$ cat src/rtl/ttt_pkg.sv
// Shared types and line table for the tic-tac-toe controller.
// Cells are row-major, 0 = top-left.
package ttt_pkg;

  typedef enum logic [1:0] {
    EMPTY  = 2'b00,
    MARK_X = 2'b01,
    MARK_O = 2'b10
  } mark_t;

  typedef mark_t [8:0] board_t;

  typedef enum logic [1:0] {
    PLAY  = 2'b00,
    CHECK = 2'b01,
    WIN   = 2'b10,
    DRAW  = 2'b11
  } state_t;

  // One 9-bit cell mask per line, bit i = cell i
  localparam logic [7:0][8:0] WIN_LINES = {
    9'b001010100,
    9'b100010001,
    9'b100100100,
    9'b010010010,
    9'b001001001,
    9'b111000000,
    9'b000111000,
    9'b000000111
  };

  function automatic mark_t flip(mark_t m);
    return (m == MARK_X) ? MARK_O : MARK_X;
  endfunction

endpackage

$ cat src/rtl/ttt_game_ctrl_if.sv
// Move request handshake between a requester and the game controller.
// move_err pulses one cycle after an illegal move is accepted.
interface ttt_game_ctrl_if;

  logic       move_valid;
  logic [3:0] move_cell;
  logic       move_ready;
  logic       move_err;

  modport master (
    output move_valid,
    output move_cell,
    input  move_ready,
    input  move_err
  );

  modport slave (
    input  move_valid,
    input  move_cell,
    output move_ready,
    output move_err
  );

endinterface

$ cat src/rtl/ttt_win_detect.sv
// Combinational line detector: flags every line fully owned by mark.
// mask is the OR of all won lines, so double lines show together.
module ttt_win_detect
  import ttt_pkg::*;
(
  input  board_t      board,
  input  mark_t       mark,
  output logic        win,
  output logic [8:0]  mask
);

  logic [8:0] hit;

  always_comb begin
    hit  = '0;
    win  = 1'b0;
    mask = '0;
    for (int i = 0; i < 9; i++) begin
      hit[i] = (board[i] == mark);
    end
    for (int l = 0; l < 8; l++) begin
      if ((hit & WIN_LINES[l]) == WIN_LINES[l]) begin
        win  = 1'b1;
        mask = mask | WIN_LINES[l];
      end
    end
  end

endmodule

$ cat src/rtl/ttt_game_ctrl.sv
// Tic-tac-toe sequencer: move legality, turn order, win/draw detection
// and a blinking winning line on the display board.
module ttt_game_ctrl
  import ttt_pkg::*;
#(
  parameter int    BLINK_CYCLES = 25_000_000,
  parameter mark_t FIRST_MARK   = MARK_X
) (
  input  logic             clk,
  input  logic             reset,
  input  logic             new_game,
  ttt_game_ctrl_if.slave   mv,
  output board_t           board,
  output mark_t            turn,
  output state_t           game_state,
  output mark_t            winner,
  output logic [8:0]       win_mask
);

  localparam int CW = $clog2(BLINK_CYCLES);
  localparam logic [CW-1:0] BLINK_LAST = CW'(BLINK_CYCLES - 1);

  state_t        state_q, state_d;
  board_t        board_q, board_d;
  mark_t         turn_q, turn_d;
  mark_t         winner_q, winner_d;
  logic [8:0]    mask_q, mask_d;
  logic          err_q, err_d;
  logic [3:0]    cnt_q, cnt_d;
  logic [CW-1:0] blink_q, blink_d;
  logic          phase_q, phase_d;

  logic          line_win;
  logic [8:0]    line_mask;
  logic          legal;

  ttt_win_detect u_win (
    .board (board_q),
    .mark  (turn_q),
    .win   (line_win),
    .mask  (line_mask)
  );

  assign mv.move_ready = (state_q == PLAY) && !new_game;
  assign mv.move_err   = err_q;
  assign turn          = turn_q;
  assign game_state    = state_q;
  assign winner        = winner_q;
  assign win_mask      = mask_q;

  // mask_q is only non-zero in WIN, so blanking applies only there
  always_comb begin
    board = board_q;
    for (int i = 0; i < 9; i++) begin
      if (!phase_q && mask_q[i]) begin
        board[i] = EMPTY;
      end
    end
  end

  always_comb begin
    legal = 1'b0;
    for (int i = 0; i < 9; i++) begin
      if (mv.move_cell == 4'(i) && board_q[i] == EMPTY) begin
        legal = 1'b1;
      end
    end
  end

  always_comb begin
    state_d  = state_q;
    board_d  = board_q;
    turn_d   = turn_q;
    winner_d = winner_q;
    mask_d   = mask_q;
    err_d    = 1'b0;
    cnt_d    = cnt_q;
    blink_d  = blink_q;
    phase_d  = phase_q;
    if (new_game) begin
      state_d  = PLAY;
      board_d  = {9{EMPTY}};
      turn_d   = FIRST_MARK;
      winner_d = EMPTY;
      mask_d   = '0;
      cnt_d    = '0;
      blink_d  = '0;
      phase_d  = 1'b1;
    end else begin
      unique case (state_q)
        PLAY: begin
          if (mv.move_valid) begin
            if (legal) begin
              for (int i = 0; i < 9; i++) begin
                if (mv.move_cell == 4'(i)) begin
                  board_d[i] = turn_q;
                end
              end
              cnt_d   = cnt_q + 4'd1;
              state_d = CHECK;
            end else begin
              err_d = 1'b1;
            end
          end
        end
        CHECK: begin
          if (line_win) begin
            state_d  = WIN;
            winner_d = turn_q;
            mask_d   = line_mask;
            blink_d  = '0;
            phase_d  = 1'b1;
          end else if (cnt_q == 4'd9) begin
            state_d = DRAW;
          end else begin
            state_d = PLAY;
            turn_d  = flip(turn_q);
          end
        end
        WIN: begin
          if (blink_q == BLINK_LAST) begin
            blink_d = '0;
            phase_d = !phase_q;
          end else begin
            blink_d = blink_q + CW'(1);
          end
        end
        DRAW: begin
        end
        default: state_d = PLAY;
      endcase
    end
  end

  always_ff @(posedge clk) begin
    if (reset) begin
      state_q  <= PLAY;
      board_q  <= {9{EMPTY}};
      turn_q   <= FIRST_MARK;
      winner_q <= EMPTY;
      mask_q   <= '0;
      err_q    <= 1'b0;
      cnt_q    <= '0;
      blink_q  <= '0;
      phase_q  <= 1'b1;
    end else begin
      state_q  <= state_d;
      board_q  <= board_d;
      turn_q   <= turn_d;
      winner_q <= winner_d;
      mask_q   <= mask_d;
      err_q    <= err_d;
      cnt_q    <= cnt_d;
      blink_q  <= blink_d;
      phase_q  <= phase_d;
    end
  end

endmodule

$ cat src/flat_wrapper.sv
// flat-port wrapper written by rule: the top's interface ports become plain ports
module ttt_game_ctrl_flat import ttt_pkg::*;
#(
  parameter int    BLINK_CYCLES = 25_000_000,
  parameter mark_t FIRST_MARK   = MARK_X
)
  (clk, reset, new_game, board, turn, game_state, winner, win_mask, mv_move_valid, mv_move_cell, mv_move_ready, mv_move_err);
  ttt_game_ctrl_if mv_i ();
  input  logic clk;
  input  logic reset;
  input  logic new_game;
  output board_t board;
  output mark_t turn;
  output state_t game_state;
  output mark_t winner;
  output logic [8:0] win_mask;
  input wire logic [$bits(mv_i.move_valid)-1:0] mv_move_valid;
  input wire logic [$bits(mv_i.move_cell)-1:0] mv_move_cell;
  output wire logic [$bits(mv_i.move_ready)-1:0] mv_move_ready;
  output wire logic [$bits(mv_i.move_err)-1:0] mv_move_err;
  assign mv_i.move_valid = mv_move_valid;
  assign mv_i.move_cell = mv_move_cell;
  assign mv_move_ready = mv_i.move_ready;
  assign mv_move_err = mv_i.move_err;
  ttt_game_ctrl #(.BLINK_CYCLES(BLINK_CYCLES), .FIRST_MARK(FIRST_MARK)) u_core (.clk(clk), .reset(reset), .new_game(new_game), .mv(mv_i), .board(board), .turn(turn), .game_state(game_state), .winner(winner), .win_mask(win_mask));
endmodule
$ cat config.mk
export PLATFORM = sky130hd
export DESIGN_NAME = ttt_game_ctrl_flat
export DESIGN_NICKNAME = d
export VERILOG_FILES = /design/src/rtl/ttt_pkg.sv /design/src/rtl/ttt_game_ctrl_if.sv /design/src/rtl/ttt_win_detect.sv /design/src/rtl/ttt_game_ctrl.sv /design/src/flat_wrapper.sv
export SDC_FILE = /design/constraint.sdc
export NUM_CORES = 1
export LEC_CHECK = 0
export CAP_MARGIN = 15
export CELL_PAD_IN_SITES_DETAIL_PLACEMENT = 0
export CELL_PAD_IN_SITES_GLOBAL_PLACEMENT = 1
export CORE_UTILIZATION = 38
export DETAILED_ROUTE_END_ITERATION = 12
export PLACE_DENSITY = 0.78
export REMOVE_ABC_BUFFERS = 1
export SYNTH_ARGS = -nofsm -noshare
export SYNTH_HDL_FRONTEND = slang
export SYNTH_SLANG_ARGS = --single-unit
$ cat constraint.sdc
create_clock -name clk -period 2.4 [get_ports clk]
set_input_delay 0.48 -clock clk [delete_from_list [all_inputs] [get_ports clk]]
set_output_delay 0.48 -clock clk [all_outputs]
set_load 0.02 [all_outputs]
==> qor.csv, run 1 <==
metric,value,unit
status,finished clean,
pwr dens,444,mW/mm2
final critical-path required period,2340,ps
initial antenna violation count,0,
final worst setup slack,62.3,ps
Bufs and invs on worst path,2,
largest net degree at the start of global routing,42,
final core utilization,50.6,%
CTS tree,built,
relative slew slack,60.7,%
Final Cycle Share,97.4,%
Die Y,105,um
Hold WS,480,ps
CTS max path bufs,2,
Critical Path RT,2680,ps
ys async rst share,0,%
num rows,37,
GRT Resource Usage Total,22.5,%
switching pwr,0.535,mW
Clk network pwr share,45.6,%
Initial Util,39.3,%
Max Cap Violations,0,
total gr overflow,0,
gp weighted congestion,0.844,
Slew @ Worst Pin,588,ps
element type at the critical path end,flip-flop,
initial DRC count,171,
Total Nets Final,614,
worst-skew pair later-pin latency,360,ps
Comb power frac,8.1,%
YS warnings,0,
die area,0.0111,mm2
average wire per standard cell,16.3,um
global-route wire length before repair,19.8,mm
total power,2.32,mW
delay of the slowest cell on the worst path,540,ps
dominant synthesized flop cell,dfxtp_1,
maximum fanout along the worst path,13,
most frequent CP cell,buf_4,
synthesized cell area,0.00406,mm2
DR pass1 iterations,5,
Pleak,1.77,nW
DPL Wire Length,8.91,mm
CORE AREA,0.0103,mm2
HP Class,reg -> reg,
Die X,105,um
TritonCTS Buffers,9,
fraction of layout instances using a drive strength above 1,18.4,%
diodes inserted,0,
vias in the first global route,3905,
Vias,4211,
Crit path max-delay family,simple AND/OR/NAND/NOR gates,
Post-synth EDFFs,0,
drt total wl,12.0,mm
vias per cell,5.69,
CP startpoint kind,flip-flop,
PortBufs,42,
Worst Skew,13.2,ps
Final Hold Fails,0,
synth unique cells,58,
sw frac,23.1,%
Max VDD drop,0.220,mV
Syn Area/Cell,7.79,um2
final cell count without fillers,740,
H-tree depth,3,
post-place setup slack,-209,ps
Area growth syn-to-layout,28.7,%
synthesized flop and latch total,64,
Setup-failing EPs final,0,
Final Slew Violations,0,
Syn Inst Count,521,
sequential area share after synthesis,31.6,%
clock sink total,64,
clock-pin slew on the worst setup and hold paths,70,ps
Top Ports,43,
crit path cell chain,buf_4 -> or3_4 -> a22oi_4 -> o21a_1 -> nor4_2 -> buf_4 -> or4_1 -> a21oi_2,
dpl cells,722,
Synth area leaders,"dfxtp_1 32%, nor2_1 5.5%, a21oi_1 5.4%",
Routed Antenna Nets,0,
DRC,0,
Flop pwr share,46.3,%
worst path arrival time,2620,ps
"area leader, netlist",dfxtp_1,
fmax,428,MHz
slowest CP cell,or4_1,
Setup CP Type,reg -> reg,
cell-internal power,1.78,mW
Root Driver,clkbuf_8,
area share of the largest cell type after synthesis,31.6,%
## layer usage
layer | track usage (%) | up-vias | part of all wire [%]
met5 | 0 | - | 0
li1 | - | 2079 | -
met3 | 3.59 | 20 | 4.1
met4 | 7.75 | 0 | 1.4
met1 | 29.2 | 2003 | 47
met2 | 37.9 | 109 | 48
## cells by family (layout without fill, tap and decap cells)
logic type	count (synthesis)	in the layout	share of synthesized area, %
multiplexers	8	8	2.65
adder cells (fa/ha/maj)	6	6	1.85
buffers and inverters	44	127	5.68
AO/OA/AOI/OAI	122	122	20.3
flip-flops	64	64	31.6
XOR/XNOR	7	7	1.70
AND/OR/NAND/NOR	270	270	36.2
## per-stage QoR
| stage | setup TNS, ps | cell area, um2 |
|---|---|---|
| final | 0 | 5220 |
| after global routing | -13.4 | 5220 |
| after detailed placement | -1330 | 4940 |
| after global placement | -958 | 4940 |
| after CTS | 0 | 5170 |
| after floorplan | -7510 | 3860 |
## power groups by stage
stage / Sequential [mW] / Clock [mW] / Combinational (mW)
5_1_grt: 1.07 / 1.13 / 0.203
3_5_place_dp: 1.10 / 0 / 0.184
4_1_cts: 1.07 / 1.08 / 0.186
6_report: 1.07 / 1.06 / 0.188
2_1_floorplan: 1.10 / 0 / 0.0845
3_3_place_gp: 1.10 / 0 / 0.182
## state kept, by name, indices dropped and copies added (netlist names)
register	flops
u_core.blink_q	25
u_core.cnt_q	4
u_core.winner	2
u_core.game_state	2
u_core.board_q	18
u_core.mv.move_err	1
u_core.turn	2
u_core.phase_q	1
u_core.win_mask	9
## timing repair
action / in CTS / in global routing
setup endpoints to repair: 13 / 19
buffers inserted: 0 / 3
pin swaps: 0 / 11
resized for setup: 3 / 9
hold endpoints to repair: 0 / 0
hold buffers: 0 / 0
## worst reg2reg max path, stage by stage (launching register included)
cell     delay (ps)
dfxtp_4         380
buf_4           150
or3_4           390
a22oi_4         240
o21a_1          190
nor4_2           60
buf_4           180
or4_1           540
a21oi_2         130
## cell usage in the layout (no fill, tap or decap), drive strengths merged, types with 12 or more instances in the layout
| master | n |
|---|---|
| dfxtp | 64 |
| buf | 62 |
| nor2 | 60 |
| a21oi | 44 |
| nand3 | 42 |
| clkdlybuf4s50 | 42 |
| nand2 | 38 |
| and2 | 21 |
| or3 | 20 |
| a31oi | 19 |
| nand4 | 18 |
| o21ai | 18 |
| clkbuf | 12 |
## cell type report
| type | instances | area (um2) |
|---|---|---|
| repair buffers | 104 | 940 |
| flip-flops and latches | 64 | 1290 |
| multi-input cells | 413 | 2570 |
| clock inverters | 3 | 65.1 |
| fillers | 1005 | 5100 |
| inverters | 8 | 30.0 |
| clock buffers | 12 | 155 |
| well taps | 136 | 170 |
## cell usage after synthesis, drive strengths merged (2+ instances only)
cell type and n:
a21o 7, a21oi 44, a22oi 7, a31o 2, a31oi 19, a32o 2
and2 21, and3 5, and4 7, buf 14, clkbuf 22, dfxtp 64
ha 6, inv 8, mux2 2, mux2i 4, mux4 2, nand2 38
nand2b 11, nand3 42, nand3b 4, nand4 18, nor2 60, nor2b 5
nor3 8, nor4 11, nor4b 2, o211ai 2, o21a 4, o21ai 18
o31a 2, o31ai 10, or2 2, or3 20, or4 11, or4b 2
xor2 6
## path summary, 6_finish.rpt
| check | from | cells after the start | slack (ps) | to |
|---|---|---|---|---|
| worst max-delay path | u_core.turn[1] | 8 | 60 | u_core.blink_q[24] |
| worst min-delay path | u_core.win_mask[7] | 2 | 480 | u_core.win_mask[7] |
| worst max register to register | u_core.turn[1] | 8 | 60 | u_core.blink_q[24] |
| worst min register to register | u_core.win_mask[7] | 2 | 480 | u_core.win_mask[7] |
No activity file was read; power rests on OpenSTA's default activity.
==> inputs of run 2 (changes only) <==
--- a/config.mk
+++ b/config.mk
@@ -5,13 +5,13 @@
 export SDC_FILE = /design/constraint.sdc
 export NUM_CORES = 1
 export LEC_CHECK = 0
-export CAP_MARGIN = 15
 export CELL_PAD_IN_SITES_DETAIL_PLACEMENT = 0
 export CELL_PAD_IN_SITES_GLOBAL_PLACEMENT = 1
 export CORE_UTILIZATION = 38
 export DETAILED_ROUTE_END_ITERATION = 12
 export PLACE_DENSITY = 0.78
 export REMOVE_ABC_BUFFERS = 1
+export SLEW_MARGIN = 20
 export SYNTH_ARGS = -nofsm -noshare
 export SYNTH_HDL_FRONTEND = slang
 export SYNTH_SLANG_ARGS = --single-unit
==> results of run 2 <==
No change in the layout: final DEF, timing and power equal those of run 1.
==> inputs of run 3 (changes only) <==
--- a/config.mk
+++ b/config.mk
@@ -7,6 +7,7 @@
 export LEC_CHECK = 0
 export CELL_PAD_IN_SITES_DETAIL_PLACEMENT = 0
 export CELL_PAD_IN_SITES_GLOBAL_PLACEMENT = 1
+export CORE_MARGIN = 1
 export CORE_UTILIZATION = 38
 export DETAILED_ROUTE_END_ITERATION = 12
 export PLACE_DENSITY = 0.78
==> results of run 3 <==
No change in the layout: final DEF, timing and power equal those of run 1.
